===== config.mk =====
export PLATFORM = sky130hd
export DESIGN_NAME = jellyvl_synctimer_time_sender
export DESIGN_NICKNAME = d
export VERILOG_FILES = /design/src/rtl/jellyvl_synctimer_time_sender.sv
export SDC_FILE = /design/constraint.sdc
export NUM_CORES = 1
export LEC_CHECK = 0
export CELL_PAD_IN_SITES_DETAIL_PLACEMENT = 1
export CELL_PAD_IN_SITES_GLOBAL_PLACEMENT = 2
export CORE_UTILIZATION = 34
export CTS_BUF_LIST = sky130_fd_sc_hd__clkbuf_8
export CTS_CLUSTER_DIAMETER = 50
export DETAILED_ROUTE_END_ITERATION = 7
export GPL_TIMING_DRIVEN = 0
export HOLD_SLACK_MARGIN = 0.12
export PLACE_DENSITY = 0.82
export SYNTH_ARGS = -nofsm -noshare
export SYNTH_HDL_FRONTEND = slang
export SYNTH_SLANG_ARGS = --single-unit

===== constraint.sdc =====
create_clock -name clk -period 4.7 [get_ports clk]
set_clock_uncertainty 0.05 [all_clocks]
set_input_delay 0.94 -clock clk [delete_from_list [all_inputs] [get_ports clk]]
set_output_delay 0.94 -clock clk [all_outputs]
set_load 0.03 [all_outputs]

===== src/rtl/jellyvl_synctimer_time_sender.sv =====
// rtl/jellyvl_synctimer_time_sender.sv - frames the sampled master time into a checksummed byte-stream packet
module jellyvl_synctimer_time_sender #(
    parameter int                     TIMER_WIDTH  = 64,
    parameter int                     PERIOD_WIDTH = 32,
    parameter logic [TIMER_WIDTH-1:0] TIME_OFFSET  = '0,
    parameter logic [7:0]             HEADER       = 8'hA5
) (
    input  logic                    reset,
    input  logic                    clk,
    input  logic                    enable,
    input  logic [PERIOD_WIDTH-1:0] period,
    input  logic                    send_request,
    input  logic [TIMER_WIDTH-1:0]  current_time,
    output logic [7:0]              m_data,
    output logic                    m_last,
    output logic                    m_valid,
    input  logic                    m_ready,
    output logic                    busy,
    output logic [7:0]              seq
);

    localparam int N     = TIMER_WIDTH / 8;
    localparam int IDX_W = $clog2(N + 1);
    localparam logic [IDX_W-1:0] IDX_LAST = IDX_W'(N - 1);

    typedef enum logic [2:0] {
        ST_IDLE,
        ST_HDR,
        ST_SEQ,
        ST_TIME,
        ST_SUM
    } state_t;

    state_t                  state_q, state_d;
    logic [PERIOD_WIDTH-1:0] cnt_q, cnt_d;
    logic                    pending_q, pending_d;
    logic [TIMER_WIDTH-1:0]  tsr_q, tsr_d;
    logic [IDX_W-1:0]        idx_q, idx_d;
    logic [7:0]              sum_q, sum_d;
    logic [7:0]              seq_q, seq_d;
    logic                    valid_q, valid_d;
    logic [7:0]              data_q, data_d;
    logic                    last_q, last_d;

    logic trigger;
    logic accept;
    logic start;

    assign trigger = enable && (period != '0) && (cnt_q == '0);
    assign accept  = valid_q && m_ready;
    assign start   = (state_q == ST_IDLE) && pending_q;

    always_ff @(posedge clk or negedge reset) begin
        if (!reset) begin
            state_q   <= ST_IDLE;
            cnt_q     <= '0;
            pending_q <= 1'b0;
            tsr_q     <= '0;
            idx_q     <= '0;
            sum_q     <= '0;
            seq_q     <= '0;
            valid_q   <= 1'b0;
            data_q    <= '0;
            last_q    <= 1'b0;
        end else begin
            state_q   <= state_d;
            cnt_q     <= cnt_d;
            pending_q <= pending_d;
            tsr_q     <= tsr_d;
            idx_q     <= idx_d;
            sum_q     <= sum_d;
            seq_q     <= seq_d;
            valid_q   <= valid_d;
            data_q    <= data_d;
            last_q    <= last_d;
        end
    end

    always_comb begin
        state_d = state_q;
        case (state_q)
            ST_IDLE: if (pending_q) state_d = ST_HDR;
            ST_HDR:  if (accept) state_d = ST_SEQ;
            ST_SEQ:  if (accept) state_d = ST_TIME;
            ST_TIME: if (accept && (idx_q == IDX_LAST)) state_d = ST_SUM;
            ST_SUM:  if (accept) state_d = ST_IDLE;
            default: state_d = ST_IDLE;
        endcase
    end

    // Requests arriving during a packet (or in the cycle it starts) stay queued as one.
    always_comb begin
        if (!enable || (period == '0)) begin
            cnt_d = '0;
        end else if (cnt_q == '0) begin
            cnt_d = period - PERIOD_WIDTH'(1);
        end else begin
            cnt_d = cnt_q - PERIOD_WIDTH'(1);
        end
        pending_d = (pending_q && !start) || trigger || send_request;
    end

    // Output bytes are registered one step ahead from the state being left.
    always_comb begin
        tsr_d   = tsr_q;
        idx_d   = idx_q;
        sum_d   = accept ? (sum_q + data_q) : sum_q;
        seq_d   = seq_q;
        valid_d = valid_q;
        data_d  = data_q;
        last_d  = last_q;
        case (state_q)
            ST_IDLE: begin
                if (pending_q) begin
                    tsr_d   = current_time + TIME_OFFSET;
                    sum_d   = '0;
                    valid_d = 1'b1;
                    data_d  = HEADER;
                    last_d  = 1'b0;
                end
            end
            ST_HDR: begin
                if (accept) data_d = seq_q;
            end
            ST_SEQ: begin
                if (accept) begin
                    data_d = tsr_q[7:0];
                    tsr_d  = tsr_q >> 8;
                    idx_d  = '0;
                end
            end
            ST_TIME: begin
                if (accept) begin
                    if (idx_q == IDX_LAST) begin
                        data_d = sum_q + data_q;
                        last_d = 1'b1;
                    end else begin
                        data_d = tsr_q[7:0];
                        tsr_d  = tsr_q >> 8;
                        idx_d  = idx_q + IDX_W'(1);
                    end
                end
            end
            ST_SUM: begin
                if (accept) begin
                    valid_d = 1'b0;
                    data_d  = '0;
                    last_d  = 1'b0;
                    seq_d   = seq_q + 8'd1;
                end
            end
            default: ;
        endcase
    end

    assign m_data  = data_q;
    assign m_last  = last_q;
    assign m_valid = valid_q;
    assign busy    = (state_q != ST_IDLE);
    assign seq     = seq_q;

endmodule


After elaboration in Yosys (flattened, before gate mapping)
Cells that the tools add are included.
- bits in registers: 130
- output and inout port bits: 19
- word-level logic and storage cells: 90
- add/sub/neg operators: 5
- eq/ne operators: 13
- multiplexer cells: 34
- reduce and logical (&&, ||, !) cells: 28
- operator list (cell ; number):
    two-way mux 64 bit ; 4
    case mux 64 bit (3 select lines) ; 1
    two-way mux 8 bit ; 9
    logical NOT 32 bit ; 2
    two-way mux 32 bit ; 2
    subtractor 32 x 1 -> 32 bit (second input constant) ; 2
    case mux 8 bit (5 select lines) ; 1
    nonzero test 32 bit ; 1
    != test 2 bit (second input constant) ; 8
    two-way mux 3 bit ; 5
    case mux 3 bit (5 select lines) ; 1
    AND reduction 5 bit ; 3
    two-way mux 4 bit ; 3
    nonzero test 3 bit ; 3
    adder 8 x 1 -> 8 bit (second input constant) ; 1
    adder 8 bit ; 1
    case mux 4 bit (2 select lines) ; 1
    equality test 3 x 2 -> 1 bit (second input constant) ; 2
    logical AND 1 bit ; 6
    AND reduction 6 bit ; 1
    two-way mux 1 bit ; 5
    nonzero test 5 bit ; 1
    adder 4 x 1 -> 4 bit (second input constant) ; 1
    equality test 4 x 3 -> 1 bit (second input constant) ; 1
    11 further kinds ; 15

Logic depth before layout (Yosys ltp)
- word-level depth: 6
- gate-level depth with buffers: 18
- mapped depth without buffers: 13

Worst setup path before layout
No wires, ideal clock.
- path type: register to register
- from: register cnt_q[17]
- to: register cnt_q[18]
- setup time: 124 ps
- arrival: 3862 ps
- required time: 4526 ps
- slack: 664 ps
- cell stages (with the launch flop): 18
- path buffers: 5
- period minus slack after synthesis: 4036 ps
- cells stage by stage: dfrtp_1 or4_1 or4_1 buf_2 nor3_1 clkbuf_8 clkbuf_8 clkbuf_8 a21oi_1 ha_1 nor3b_1 nand3b_1 nor4_1 mux2i_1 nand2b_1 clkbuf_1 nor3_1 o31a_1
- longest elaborated chain between the ends: 3
- ends and longest elaborated chain (element ; RTL line ; source):
    start: declaration ; 35 ; logic [PERIOD_WIDTH-1:0] cnt_q, cnt_d;
    start signal: assignment ; 67 ; cnt_q <= cnt_d;
    subtractor 32 x 1 -> 32 bit / logical NOT 32 bit (equally long branches) ; 98, 95 ;
    two-way mux 32 bit (*) ; 95 ; end else if (cnt_q == '0) begin
    two-way mux 32 bit (*) ; 93 ; if (!enable || (period == '0)) begin
    net cnt_d[18] ; 35 ;
The timed path passes the listed nets; every way through them passes the cells marked *.
A chain may end at the register's enable or synchronous reset.

Worst setup path after layout
- from: register cnt_q[17]
- to: register cnt_q[24]
Same word-level chain as after synthesis.

==> metrics <==
slowest stage cell, crit path or4_4; crit-path cells or4_4 > or4_1 > buf_2 > nor3_2 > clkbuf_8 > clkbuf_8 > clkbuf_8 > a21oi_1 > ha_1 > nor3b_2 > nand3b_1 > nor4_2 > mux2i_1 > or4b_4 > and2b_2 > a21o_1 > a21oi_1; area leader, netlist dfrtp_1; grt total ovfl 0; final wirelength around 22000 µm; Synth Cell Area 7030 µm²; Initial Util 0.348; antenna violations before repair 1; Final Cycle Share 0.952; largest net degree at the start of global routing 69; Root Buffer clkbuf_8; Hold Violations, Final 0; worst hold path class flop to flop; Die H 146 µm; synth warn 0; #FFs+latches synth 130; share of post-route cells with drive strength above 1 0.0673; Pwr Total 5050 µW; Die ar. approximately 21000 µm²; DR iter-0 viols around 240; Leak 0.00364 µW; num rows 52; gr usage total 0.213; IO Count 120; H-tree depth 4; met1 usage 0.258; final setup fails 0; vias per cell 5.40; met3 usage 0.0423; top cell type's share of synthesized area 0.462; DRC errors left 0; critical path's most frequent cell clkbuf_8; M2 GR Usage 0.373; CTS Buf Count 17; Bufs on Longest Clock Path 2; WP data required ~5.0 ns; Slew Viols, Final 0; Layout area overhead 28.7%; routability cong. 0.867; Main synth FF type dfrtp_1; status finished clean; post-detailed-route wirelength per cell 18.5 µm; Worst slew margin 0.356; CTS clk-pin slew, worst paths 0.08 ns; power per cell area between 500 and 600 nW/µm²; Crit Path Category flop to flop; register area share after synthesis 0.462; GRT busiest layer met2; CP max stage delay a little under 0.6 ns; remaining antenna violation count 0; TNS Setup 0 ns; top cells by area, synth dfrtp_1 (46%), mux2i_1 (8.8%), o21ai_0 (5.6%); first-pass GRT wire length between 30000 and 40000 µm; peak supply drop 0.210 mV; vias in the first global route between 6k and 7k; final net count about 1.0k; die width roughly 150 µm; clk_lat worst skew ~0.45 ns; worst-path maximum fanout 10; # port buffers 119; crit start category flop; Worst Tran Pin Value about 0.96 ns; CTS tree done; Filler cells 2299; syn_nets 869; placed wire-length estimate 16500 µm; EDFF count, synth 0; floorplan core area 20200 µm²; max-cap viol count 0; asr flop ratio synth 1.00; Vias approximately 6.4k; FMAX 0.224 GHz; post-synthesis cell count 757; Worst Hold Depth 2; Register-to-Register Path Depth 17; post-synth cell types 61; 1st-pass router iterations 4; min cycle time layout 4.47 ns; critical path data arrival time approximately 4.8 ns; clock tree sinks 130; Avg Synthesized Cell Area 9.29 µm²; CP endpoint kind flop
## routing by layer
| layer | up-vias | wire, µm |
|---|---|---|
| met1 | 3185 | 9560 |
| met4 | 0 | 328 |
| li1 | 3003 | - |
| met5 | - | 0 |
| met2 | 140 | 11100 |
| met3 | 28 | 810 |
## cell usage in the layout (no fill, tap or decap), types with 6 or more instances in the layout
cell type	count
nand2_1	98
a21o_1	6
nor2_1	59
clkbuf_8	24
clkdlybuf4s50_1	118
or4_1	6
nand3_1	19
clkbuf_1	30
mux2i_1	62
inv_1	9
xor2_1	12
a22o_1	9
dfrtp_1	130
ha_1	10
a21oi_1	63
nor4_1	13
a211oi_1	7
nor3_1	19
xnor2_1	19
o21ai_0	79
## synth_stat cells (all sizes together), types with 3 or more instances
| cell | number |
|---|---|
| xor2 | 12 |
| o21a | 5 |
| o31ai | 5 |
| o22ai | 3 |
| xnor2 | 19 |
| a21oi | 63 |
| a31oi | 4 |
| nor3 | 21 |
| mux2i | 62 |
| or4 | 9 |
| nor3b | 6 |
| o221ai | 3 |
| or2 | 4 |
| nand2b | 6 |
| buf | 5 |
| o21ai | 79 |
| inv | 9 |
| nor4 | 15 |
| a22o | 9 |
| nand3b | 5 |
| and2 | 3 |
| nand2 | 98 |
| a211oi | 7 |
| dfrtp | 130 |
| clkbuf | 37 |
| a21o | 6 |
| and3 | 3 |
| nand3 | 19 |
| or3 | 5 |
| o21bai | 3 |
| nand4 | 5 |
| ha | 10 |
| nor2 | 59 |
## final timing paths
check | end | slack (ns) | from
worst max-delay path | cnt_q[24] | 0.23 | cnt_q[17]
worst min-delay path | tsr_q[53] | 0.43 | tsr_q[53]
worst max register to register | cnt_q[24] | 0.23 | cnt_q[17]
worst min register to register | tsr_q[53] | 0.43 | tsr_q[53]
max in group asynchronous | cnt_q[29] | 3.37 | reset
min in group asynchronous | tsr_q[6] | 0.45 | reset
## report_power, final
group	switching (µW)	internal, µW	total, µW
Combinational	1370	969	2340
Sequential	240	1420	1660
Clock	482	567	1050
## registers in the layout, summed over array words and instances, names as in the netlist, 3 cells and up
register / flops
state_q: 3
sum_q: 8
cnt_q: 32
m_data: 8
seq: 8
idx_q: 4
tsr_q: 64
## cells by family (layout without fill, tap and decap cells)
group / after synthesis / after routing / synth area share
other: 0 / 1 / 0
AO/OA/AOI/OAI: 203 / 203 / 0.170
AND/OR/NAND/NOR: 267 / 267 / 0.183
adder cells (fa/ha/maj): 11 / 11 / 0.0206
multiplexers: 64 / 64 / 0.0914
flip-flops: 130 / 130 / 0.462
buffers and inverters: 51 / 201 / 0.0331
XOR/XNOR: 31 / 31 / 0.0386
## critical path: cells and delay by family, from the launching register on
kind / cells / cell delay, ns
AND/OR/NAND/NOR: 8 / 2.22
buffers and inverters: 4 / 0.79
flip-flops: 1 / 0.46
AO/OA/AOI/OAI: 3 / 0.35
multiplexers: 1 / 0.27
adder cells (fa/ha/maj): 1 / 0.23
## through the flow
step	std cells	hold WS, ns	cell area [µm²]	util	worst slack [ns]
after floorplan	757	0.394	7030	-	0.664
after global placement	1146	0.411	8560	0.423	-2.81
after detailed placement	1147	0.421	8590	0.425	-0.284
after CTS	1179	0.438	9040	0.447	0.0309
after global routing	1178	0.458	9050	0.448	-0.0389
final	1178	0.434	9050	0.448	0.228
## final cells by class
type / count / area (µm²) / share of cell area
clock buffers: 20 / 275 / 0.0304
diodes: 1 / 2.50 / 0.000276
clock inverters: 12 / 156 / 0.0173
inverters: 9 / 33.8 / 0.00373
flip-flops and latches: 130 / 3250 / 0.359
repair buffers: 121 / 1230 / 0.136
well taps: 270 / 338 / 0.0373
multi-input cells: 576 / 3580 / 0.395
plain buffers: 39 / 188 / 0.0207
## what timing repair did
| action | CTS | global route |
|---|---|---|
| endpoints found under the hold margin | 0 | 0 |
| endpoints found under the setup margin | 8 | 8 |
| pin swaps | 1 | 0 |
| resized for setup | 2 | 5 |
| hold buffers | 0 | 0 |
| setup buffers | 1 | 0 |
| cloned | 0 | 0 |
Power figures use the tool's default switching activity.
